**config.mk**
```make
export PLATFORM = sky130hd
export DESIGN_NAME = vga_timing_gen
export DESIGN_NICKNAME = d
export VERILOG_FILES = /design/src/rtl/vga_timing_gen.sv
export SDC_FILE = /design/constraint.sdc
export NUM_CORES = 1
export LEC_CHECK = 0
export ABC_AREA = 1
export BUFFER_PORTS_ARGS = -buffer_cell sky130_fd_sc_hd__buf_2
export CORE_ASPECT_RATIO = 1.75
export CORE_UTILIZATION = 49
export DETAILED_ROUTE_END_ITERATION = 10
export HOLD_SLACK_MARGIN = 0.06
export PLACE_DENSITY = 0.81
export SLEW_MARGIN = 25
export SYNTH_ARGS = -nofsm -noshare
export SYNTH_HDL_FRONTEND = slang
export SYNTH_SLANG_ARGS = --single-unit
```
**constraint.sdc**
```tcl
create_clock -name vclk -period 1.3 [get_ports vclk]
set_clock_uncertainty 0.1 [all_clocks]
set_input_delay 0.13 -clock vclk [delete_from_list [all_inputs] [get_ports vclk]]
set_output_delay 0.13 -clock vclk [all_outputs]
set_load 0.05 [all_outputs]
```
**src/rtl/vga_timing_gen.sv**
```systemverilog
// Raster counter and sync/blank generator. Sync and blank are delayed so they
// leave in the same cycle as the sprite pixel that matches their position.
module vga_timing_gen #(
  parameter int H_ACTIVE = 800,
  parameter int H_FP     = 56,
  parameter int H_SYNC   = 120,
  parameter int H_BP     = 64,
  parameter int V_ACTIVE = 600,
  parameter int V_FP     = 37,
  parameter int V_SYNC   = 6,
  parameter int V_BP     = 23,
  parameter bit HS_POL   = 1'b1,
  parameter bit VS_POL   = 1'b1,
  parameter int PIX_LAT  = 2
) (
  input  logic        vclk,
  input  logic        rst,
  input  logic        en,
  input  logic [7:0]  pixel_in,
  output logic [10:0] hcount,
  output logic [9:0]  vcount,
  output logic        frame_start,
  output logic        line_start,
  output logic        hsync,
  output logic        vsync,
  output logic        blank,
  output logic [7:0]  rgb_out
);

  localparam int H_TOTAL = H_ACTIVE + H_FP + H_SYNC + H_BP;
  localparam int V_TOTAL = V_ACTIVE + V_FP + V_SYNC + V_BP;

  // Compare in one extra bit so a sync ending exactly at the counter limit still works.
  localparam logic [11:0] H_VIS  = 12'(H_ACTIVE);
  localparam logic [11:0] HS_BEG = 12'(H_ACTIVE + H_FP);
  localparam logic [11:0] HS_END = 12'(H_ACTIVE + H_FP + H_SYNC);
  localparam logic [10:0] H_LAST = 11'(H_TOTAL - 1);
  localparam logic [10:0] V_VIS  = 11'(V_ACTIVE);
  localparam logic [10:0] VS_BEG = 11'(V_ACTIVE + V_FP);
  localparam logic [10:0] VS_END = 11'(V_ACTIVE + V_FP + V_SYNC);
  localparam logic [9:0]  V_LAST = 10'(V_TOTAL - 1);

  if (H_TOTAL > 2048 || V_TOTAL > 1024 || PIX_LAT < 1) begin : g_bad_params
    $error("vga_timing_gen: H_TOTAL/V_TOTAL exceed counter width or PIX_LAT < 1");
  end

  logic [10:0] hcount_reg;
  logic [9:0]  vcount_reg;
  logic [11:0] h_ext;
  logic [10:0] v_ext;
  logic [2:0]  raw_decode;
  logic [2:0]  dly_out;
  logic        hsync_reg;
  logic        vsync_reg;
  logic        blank_reg;
  logic [7:0]  rgb_reg;

  always_ff @(posedge vclk or posedge rst) begin
    if (rst) begin
      hcount_reg <= '0;
      vcount_reg <= '0;
    end else if (en) begin
      if (hcount_reg == H_LAST) begin
        hcount_reg <= '0;
        vcount_reg <= (vcount_reg == V_LAST) ? '0 : vcount_reg + 10'd1;
      end else begin
        hcount_reg <= hcount_reg + 11'd1;
      end
    end
  end

  // raw_decode = {blank, hsync active, vsync active}
  always_comb begin
    h_ext         = {1'b0, hcount_reg};
    v_ext         = {1'b0, vcount_reg};
    raw_decode[2] = (h_ext >= H_VIS) || (v_ext >= V_VIS);
    raw_decode[1] = (h_ext >= HS_BEG) && (h_ext < HS_END);
    raw_decode[0] = (v_ext >= VS_BEG) && (v_ext < VS_END);
  end

  for (genvar gi = 0; gi < PIX_LAT; gi++) begin : g_dly
    logic [2:0] stage_reg;
    logic [2:0] stage_in;
    if (gi == 0) begin : g_first
      assign stage_in = raw_decode;
    end else begin : g_rest
      assign stage_in = g_dly[gi-1].stage_reg;
    end
    always_ff @(posedge vclk or posedge rst) begin
      if (rst)     stage_reg <= 3'b100;
      else if (en) stage_reg <= stage_in;
    end
  end

  assign dly_out = g_dly[PIX_LAT-1].stage_reg;

  always_ff @(posedge vclk or posedge rst) begin
    if (rst) begin
      blank_reg <= 1'b1;
      hsync_reg <= ~HS_POL;
      vsync_reg <= ~VS_POL;
      rgb_reg   <= 8'h00;
    end else if (en) begin
      blank_reg <= dly_out[2];
      hsync_reg <= dly_out[1] ? HS_POL : ~HS_POL;
      vsync_reg <= dly_out[0] ? VS_POL : ~VS_POL;
      rgb_reg   <= dly_out[2] ? 8'h00 : pixel_in;
    end
  end

  assign hcount      = hcount_reg;
  assign vcount      = vcount_reg;
  assign line_start  = en && (hcount_reg == 11'd0);
  assign frame_start = en && (hcount_reg == 11'd0) && (vcount_reg == 10'd0);
  assign hsync       = hsync_reg;
  assign vsync       = vsync_reg;
  assign blank       = blank_reg;
  assign rgb_out     = rgb_reg;

endmodule

```
==> results of run 1 <==
## routing by layer
layer	routed length, um	global-route usage, %	share of wire [%]
met5	0	0	0
met4	365	17.4	4.5
met3	429	5.67	5.3
met2	4500	62.9	56
met1	2750	34.7	34
## through the flow
step	hold WS, ns	instances	instance area [um2]
2_1_floorplan	0.163	252	2250
3_3_place_gp	0.0903	390	2890
3_5_place_dp	0.0990	390	2890
4_1_cts	0.100	417	3360
5_1_grt	0.135	423	3550
6_report	0.110	423	3550
## layout make-up
| cell class | count | area share [%] |
|---|---|---|
| Clock buffer | 5 | 1.94 |
| Clock inverter | 3 | 1.94 |
| Inverter | 38 | 4.30 |
| Multi-Input combinational cell | 171 | 34.6 |
| Sequential cell | 38 | 27.6 |
| Tap cell | 49 | 1.73 |
| Timing Repair Buffer | 118 | 27.7 |
| Timing Repair inverter | 1 | 0.176 |
## repair_timing
action	in CTS	in global routing
gates cloned	2	0
hold buffers	9	0
endpoints found under the setup margin	36	39
buffers inserted	8	7
resized for setup	57	43
pin swaps	16	22
hold endpoints to repair	46	0
## logic make-up after synthesis
group	after synthesis	synth area share [%]
buffers and inverters	44	8.46
flip-flops	38	45.5
adder cells (fa/ha/maj)	6	3.58
AND/OR/NAND/NOR	127	30.1
XOR/XNOR	9	3.75
AO/OA/AOI/OAI	28	8.64
## where the power goes
| part | total [mW] | leakage (nW) | internal, mW | switching (mW) |
|---|---|---|---|---|
| Combinational | 2.53 | 1.29 | 0.988 | 1.54 |
| Clock | 1.23 | 0.0683 | 0.769 | 0.461 |
| Sequential | 1.57 | 0.441 | 1.39 | 0.178 |
## cells in the final DEF (no fill, tap or decap), types with 3 or more instances in the layout
cell	n
nand3_1	10
nor3_4	3
o21ai_1	4
nand2_4	3
buf_2	23
dlygate4sd3_1	9
nand4_1	6
buf_6	30
nor2_1	14
inv_1	27
inv_2	8
xor2_1	9
ha_4	4
nand2_2	13
buf_4	54
dfstp_2	3
nand2_1	44
dfrtp_2	21
nor2_4	12
o21ai_0	5
a22o_1	8
nand3_2	10
nor2_2	5
dfrtp_1	14
o21ai_2	7
inv_4	3
clkbuf_8	5
## worst max path at each step
stage                     startpoint                     end  cells after the start
2_1_floorplan  hcount[1]$_DFFE_PP0P_             frame_start                      6
3_3_place_gp   hcount[1]$_DFFE_PP0P_             frame_start                      7
3_5_place_dp   hcount[0]$_DFFE_PP0P_  hcount[10]$_DFFE_PP0P_                      9
4_1_cts        hcount[1]$_DFFE_PP0P_             frame_start                      7
5_1_grt        hcount[0]$_DFFE_PP0P_             frame_start                      7
6_report       hcount[0]$_DFFE_PP0P_             frame_start                      7
## worst max-delay path: stages, from the launching register on
cell and delay (ns):
dfrtp_2 0.43, inv_2 0.09, ha_4 0.14, nand2_2 0.05, nor2_2 0.11, nand3_2 0.12, nor3_4 0.21, buf_6 0.19
==> flow_summary.toml, run 1 <==
[outcome]
status = "finished, violations left"
violations = "negative setup slack"

[routing]
avgViaCountPerCell = 5.67
drc = 0
num_vias = 2397
drt-initial-drc-count = 93
wl_per_cell_um = 19.0
wl_um = 8040
first_pass_iters = 4
antenna_left = 0

[critical_path]
startpoint_type = "register"
worst-path-max-fanout = 2
reg2reg_slack_ns = -0.44
worstRegToRegCells = 8
critical_path_class = "reg -> out"
worst_ep_arrival_time_ns = 1.63
r2r-end = "hcount[10]$_DFFE_PP0P_"
r2r-start = "hcount[1]$_DFFE_PP0P_"
cp.required_ns = 1.07
crit_path_end_kind = "output port"

[synthesis]
synth_edf_count = 0
synth-seq-area-share_pct = 45.5
netlist_area_um2 = 2100
synth_top_area_share_pct = 41.7
syn_inst = 252
synth.distinct_cells = 30
yosys-top-cells-area = "dfrtp_1 (42%), nand2_1 (10%), inv_1 (6.4%)"
synth.most_common_cell = "nand2_1"
synthArstFlopShare_pct = 100
yosys_warnings = 0
ys_seq_elements = 38
yosys.area.top_type = "dfrtp_1"
synth_flop_cell = "dfrtp_1"
syn_area_per_cell_um2 = 8.33
synth_nets = 269
synth_common_cells = "nand2_1 (57), inv_1 (36), dfrtp_1 (35), nor2_1 (22), nand3_1 (19)"

[die]
die_w_um = 51.5
rows = 31
num_io_pins = 45
dieArea_um2 = 4560
start_util_pct = 51.1
fp.coreArea_um2 = 4110
die_h_um = 88.6

[placed_design]
place_ws_ns = -0.285
dp_hpwl_um = 4260
port_buffers = 44
gp_congestion = 0.935

[clock_tree]
cts_buffers = 5
root_buffer = "clkbuf_8"
clock_sinks = 38
clock_path_buffers = 2
clkLatencyLatePin_ns = 0.30
clk_pin_slew_ns = 0.08
cts_tree = "done"
cts_htree_levels = 2

[power]
p_leak_nw = 1.80
ir_drop_uv = 1610
power.total_mw = 5.33
power.density_nw_per_um2 = 1500

[global_route]
antenna_found_initial = 0
overflow = 0
grt_pass1_vias = 2331
grt_usage_pct = 33.7
grt_first_pass_wirelength_um = 11100
grt_max_degree = 39

[final_layout]
regArea_um2 = 981
largest_register_ffs = 11
nets = 390
drive_gt1_share_pct = 58.3
diodes = 0
utilization_pct = 86.4
multi_input_area_um2 = 1230
fillers = 209
area_growth_pct = 69.2

[sta]
setup_violations = 25
finalCriticalPeriod_ns = 1.86
tightest_slew_ns = 0.357
report.final.hold_viol_count = 0
drv_slew = 0
finalCritPeriodShare_pct = 143
fin_ws_ns = -0.555
clock.fmax_mhz = 539
fin_setup_tns_ns = -8.00
relSlewSlack_pct = 75.9
rsz0062_at_grt = "yes"

[worst_hold_path]
min_path_type = "in -> reg"
min_to = "hcount[6]$_DFFE_PP0P_"
hp-start = "en"
holdPathStages = 4

[flow_run]
cap_violations = 0
(Power assumes the default switching activity.)
==> inputs of run 2 (changes only) <==
--- a/config.mk
+++ b/config.mk
@@ -12,6 +12,7 @@
 export DETAILED_ROUTE_END_ITERATION = 10
 export HOLD_SLACK_MARGIN = 0.06
 export PLACE_DENSITY = 0.81
+export SETUP_SLACK_MARGIN = 0.2
 export SLEW_MARGIN = 25
 export SYNTH_ARGS = -nofsm -noshare
 export SYNTH_HDL_FRONTEND = slang
==> run 2 against run 1 <==
  * The flow still finishes with violations (negative setup slack)
  * Register-to-register slack worse by 0.04 ns
  * Maximum frequency down 0.88%
  * Sequential share of layout area down 2.4 points
  * Die area unchanged
  * Sequential cell count unchanged
  * Global-route usage up 3.7 points
  * Clock-buffer cell count up 2
  * First-iteration DRC count up 53%
  * Combinational power up 18%
  * Worst hold slack better by 0.070 ns
  * Clock power down 11%
  * Largest cell class is now buffers
==> flow_summary.toml, run 2 (synthesis gave the netlist of run 1 again) <==
[outcome]
status = "finished, violations left"
violations = "negative setup slack"

[critical_path]
worst-path-max-fanout = 2
reg2reg_slack_ns = -0.48
crit_path_end_kind = "output port"
cp.required_ns = 1.07
r2r-start = "hcount[1]$_DFFE_PP0P_"
critPathLaunch = "hcount[0]$_DFFE_PP0P_"
cp_cell_sequence = "inv_2 > ha_1 > nand2_1 > nor2_2 > nand3_2 > nor3_4 > buf_6"
critical_path_class = "reg -> out"
worstRegToRegCells = 9
cpMaxStageDelayCell = "dfrtp_2"
startpoint_type = "register"
r2r-end = "hcount[6]$_DFFE_PP0P_"
worst_ep_arrival_time_ns = 1.64
max_stage_delay_ns = 0.42

[sta]
drv_slew = 0
rsz0062_at_grt = "yes"
tightest_slew_ns = 0.326
finalCritPeriodShare_pct = 144
relSlewSlack_pct = 78.0
finalCriticalPeriod_ns = 1.87
setup_violations = 30
clock.fmax_mhz = 534
fin_ws_ns = -0.572
report.final.hold_viol_count = 0

[placed_design]
dp_cells = 394
dp_hpwl_um = 4410
place_ws_ns = -0.260
port_buffers = 44
gp_congestion = 0.921

[final_layout]
final_cells = 432
nets = 399
fillers = 116
drive_gt1_share_pct = 60.6
diodes = 0
largest_register_ffs = 11
layout_common_cells = "buf_4 (43), nand2_1 (42), buf_6 (39), inv_1 (26), buf_8 (23)"
final_common_cell = "buf_4"
area_growth_pct = 85.1

[worst_hold_path]
holdPathStages = 4
min_path_type = "in -> reg"
hp-start = "en"
min_to = "hcount[6]$_DFFE_PP0P_"

[power]
swShare_pct = 42.5
pwr-share-clk_pct = 19.4
pwr-share-comb_pct = 52.6
p_leak_nw = 1.94
power.density_nw_per_um2 = 1460
ir_drop_uv = 1410
power_frac_seq_pct = 28.1
cell_internal_pwr_mw = 3.27
switchingPower_mw = 2.42

[die]
start_util_pct = 51.1
num_io_pins = 45
fp.coreArea_um2 = 4110
dieArea_um2 = 4560
rows = 31
die_w_um = 51.5
die_h_um = 88.6

[global_route]
grt_max_degree = 39
overflow = 0
grt_pass1_vias = 2457
grt_first_pass_wirelength_um = 12200
grt_usage_pct = 37.4
antenna_found_initial = 0

[routing]
first_pass_iters = 5
avgViaCountPerCell = 6.11
wl_per_cell_um = 23.2
antenna_left = 0
num_vias = 2639
wl_um = 10000
drc = 0
drt-initial-drc-count = 142

[clock_tree]
clk_pin_slew_ns = 0.08
root_buffer = "clkbuf_8"
clock_path_buffers = 2
clock_sinks = 38
cts_tree = "done"
clkLatencyLatePin_ns = 0.30
cts_htree_levels = 2
cts_buffers = 5

[flow_run]
cap_violations = 0
-- run 2: worst max path at each step --
stage / to / depth (start not counted)
detailed placement: frame_start / 7
floorplan: frame_start / 6
global route: frame_start / 7
CTS: frame_start / 7
finish: frame_start / 7
global placement: frame_start / 7
-- run 2: metrics by stage --
| step | instance area [um2] | TNS [ns] | utilization (%) | total power, mW | hold WS, ns |
|---|---|---|---|---|---|
| 6_report | 3890 | -9.48 | 94.5 | 5.68 | 0.179 |
| 5_1_grt | 3890 | -10.75 | 94.5 | 5.81 | 0.196 |
| 4_1_cts | 3630 | -6.20 | 88.4 | 5.20 | 0.139 |
| 3_5_place_dp | 2950 | -4.34 | 71.7 | 3.49 | 0.100 |
| 3_3_place_gp | 2950 | -3.37 | 71.7 | 3.44 | 0.0984 |
| 2_1_floorplan | 2260 | -4.51 | - | 2.82 | 0.163 |
-- run 2: worst max-delay path, delay by kind of cell, from the launching register on --
kind                     cells  cell delay (ns)
AND/OR/NAND/NOR              4             0.52
buffers and inverters        2             0.25
flip-flops                   1             0.42
adder cells (fa/ha/maj)      1             0.15
-- run 2: layer usage --
| layer | global-route usage, % | vias to the layer above | part of all wire [%] |
|---|---|---|---|
| li1 | - | 1067 | - |
| met1 | 36.7 | 1258 | 32 |
| met2 | 70.1 | 222 | 52 |
| met3 | 5.33 | 92 | 6.5 |
| met4 | 24.3 | 0 | 9.6 |
| met5 | 0 | - | 0 |
-- run 2: area by class of cell --
class / count / area [um2] / area share, %
Tap cell: 49 / 61.3 / 1.58
Timing Repair Buffer: 127 / 1310 / 33.6
Timing Repair inverter: 1 / 6.26 / 0.161
Multi-Input combinational cell: 171 / 1260 / 32.3
Inverter: 38 / 158 / 4.06
Clock inverter: 1 / 30.0 / 0.773
Clock buffer: 7 / 86.3 / 2.22
Sequential cell: 38 / 981 / 25.2
-- run 2: timing repair --
item                                    CTS  global route
setup buffers                             8            11
endpoints found under the setup margin   58            56
pin swaps                                19            17
resized for setup                       125            48
hold buffers                              9             0
endpoints found under the hold margin    46             0
gates cloned                              2             0
-- run 2: power groups by stage --
stage / sequential, mW / clock [mW] / combinational, mW
CTS: 1.55 / 1.06 / 2.59
finish: 1.60 / 1.10 / 2.99
global placement: 1.55 / 0 / 1.89
detailed placement: 1.56 / 0 / 1.93
global route: 1.60 / 1.13 / 3.08
floorplan: 2.19 / 0 / 0.630
==> inputs of run 3 (changes only) <==
--- a/config.mk
+++ b/config.mk
@@ -7,12 +7,12 @@
 export LEC_CHECK = 0
 export ABC_AREA = 1
 export BUFFER_PORTS_ARGS = -buffer_cell sky130_fd_sc_hd__buf_2
+export CAP_MARGIN = 20
 export CORE_ASPECT_RATIO = 1.75
-export CORE_UTILIZATION = 49
+export CORE_UTILIZATION = 57
 export DETAILED_ROUTE_END_ITERATION = 10
 export HOLD_SLACK_MARGIN = 0.06
-export PLACE_DENSITY = 0.81
-export SETUP_SLACK_MARGIN = 0.2
+export PLACE_DENSITY = 0.88
 export SLEW_MARGIN = 25
 export SYNTH_ARGS = -nofsm -noshare
 export SYNTH_HDL_FRONTEND = slang
==> constraint.sdc (replaced) <==
create_clock -name vclk -period 2.3 [get_ports vclk]
set_clock_uncertainty 0.1 [all_clocks]
set_input_delay 0.23 -clock vclk [delete_from_list [all_inputs] [get_ports vclk]]
set_output_delay 0.23 -clock vclk [all_outputs]
set_load 0.05 [all_outputs]
==> run 3 against run 2 <==
  * The run now ends clean
  * Global-route usage fell by 8.2 points
  * Combinational power fell by 74%
  * Final area fell by 35%
  * Non-clock buffer count fell by 78
  * Largest power group is now registers
  * Highest routed layer unchanged
==> flow_summary.toml, run 3 (synthesis gave the netlist of run 1 again) <==
[outcome]
status = "finished, final reports clean"

[routing]
drc = 0
wl_per_cell_um = 14.6
antenna_left = 0
num_vias = 1920
first_pass_iters = 4
wl_um = 5080
avgViaCountPerCell = 5.52
drt-initial-drc-count = 73

[power]
p_leak_nw = 1.38
power.density_nw_per_um2 = 946
ir_drop_uv = 741

[placed_design]
gp_congestion = 0.916
dp_cells = 337
place_ws_ns = 0.583
placed_cell_area_um2 = 2360
dp_hpwl_um = 3550
port_buffers = 44

[sta]
setup_violations = 0
drv_slew = 0
report.final.hold_viol_count = 0
fin_ws_ns = 0.266
fin_setup_tns_ns = 0
rsz0062_at_grt = "no"
relSlewSlack_pct = 67.7
finalCriticalPeriod_ns = 2.03
tightest_slew_ns = 0.485
finalCritPeriodShare_pct = 88.5
clock.fmax_mhz = 492

[die]
die_h_um = 82.3
fp.coreArea_um2 = 3430
start_util_pct = 61.2
die_w_um = 47.9
rows = 28
num_io_pins = 45
dieArea_um2 = 3940

[final_layout]
largest_register_ffs = 11
fillers = 272
design_area_um2 = 2540
final_cells = 348
final_common_cell = "nand2_1"
area_growth_pct = 20.8
nets = 319
layout_common_cells = "nand2_1 (57), buf_2 (44), inv_1 (36), dfrtp_1 (35), nor2_1 (22)"
diodes = 0
utilization_pct = 73.9
drive_gt1_share_pct = 26.1

[global_route]
grt_first_pass_wirelength_um = 7990
antenna_found_initial = 0
overflow = 0
grt_max_degree = 39
grt_pass1_vias = 1799
grt_usage_pct = 29.2

[clock_tree]
root_buffer = "clkbuf_8"
cts_resized = 0
cts_buffers = 5
clock_path_buffers = 2
cts_tree = "done"
cts_hold_buf = 3
cts_setup_buffers = 0
clock_sinks = 38
cts_htree_levels = 2
clk_pin_slew_ns = 0.08
clkLatencyLatePin_ns = 0.29

[critical_path]
worstRegToRegCells = 7
worst-path-max-fanout = 6
startpoint_type = "register"
r2r-end = "vcount[0]$_DFFE_PP0P_"
cp.required_ns = 1.97
critical_path_class = "reg -> out"
reg2reg_slack_ns = 0.56
crit_end = "frame_start"
r2r-start = "vcount[1]$_DFFE_PP0P_"
crit_path_end_kind = "output port"
critPathLaunch = "hcount[5]$_DFFE_PP0P_"
worst_ep_arrival_time_ns = 1.70

[worst_hold_path]
holdPathStages = 2
min_path_type = "in -> reg"

[flow_run]
cap_violations = 0
-- run 3: cell count changes in the layout (fill, tap and decap cells not counted), sizes merged --
| cell | change |
|---|---|
| dlygate4sd3 | -6 |
| buf | -72 |
| nor2 | -1 |
| inv | -1 |
| clkbuf | -1 |
| bufinv | +1 |
-- run 3: worst min-delay path by stage --
stage	slack [ns]	startpoint	end
after floorplan	0.26	pixel_in[0]	rgb_out[0]$_DFFE_PP0P_
after global routing	0.07	pixel_in[4]	rgb_out[4]$_DFFE_PP0P_
after CTS	0.07	pixel_in[1]	rgb_out[1]$_DFFE_PP0P_
final	0.07	pixel_in[0]	rgb_out[0]$_DFFE_PP0P_
after global placement	0.26	rst	rgb_out[6]$_DFFE_PP0P_
after detailed placement	0.28	rst	rgb_out[6]$_DFFE_PP0P_
-- run 3: layout make-up --
class	instances	area (um2)	area share, %
Multi-Input combinational cell	170	972	38.3
Timing Repair Buffer	49	265	10.5
Inverter	38	145	5.72
Sequential cell	38	955	37.6
Clock buffer	6	82.6	3.26
Clock inverter	2	60.1	2.37
Tap cell	45	56.3	2.22
-- run 3: routing by layer --
layer	vias to the layer above	part of all wire, %	global-route usage, %
li1	903	-	-
met4	0	5.3	19.4
met1	906	37	31.0
met5	-	0	0
met3	26	4.1	6.30
met2	85	53	48.8
-- run 3: critical path: stages, from the launching register on --
cell	delay [ns]
dfrtp_1	0.44
nor2_2	0.18
nand3_1	0.16
inv_1	0.08
nand3_1	0.11
nor3_2	0.15
buf_2	0.29
-- run 3: power breakdown --
part	switching, mW	total (mW)	internal [mW]
combinational	0.585	0.777	0.191
clock	0.238	0.700	0.463
sequential	0.150	0.921	0.771
-- run 3: through the flow --
step                      hold slack, ns  total power [mW]
after floorplan                    0.263              1.53
after global placement             0.262              1.68
after detailed placement           0.278              1.70
after CTS                         0.0732              2.41
after global routing              0.0685              2.52
final                             0.0742              2.40
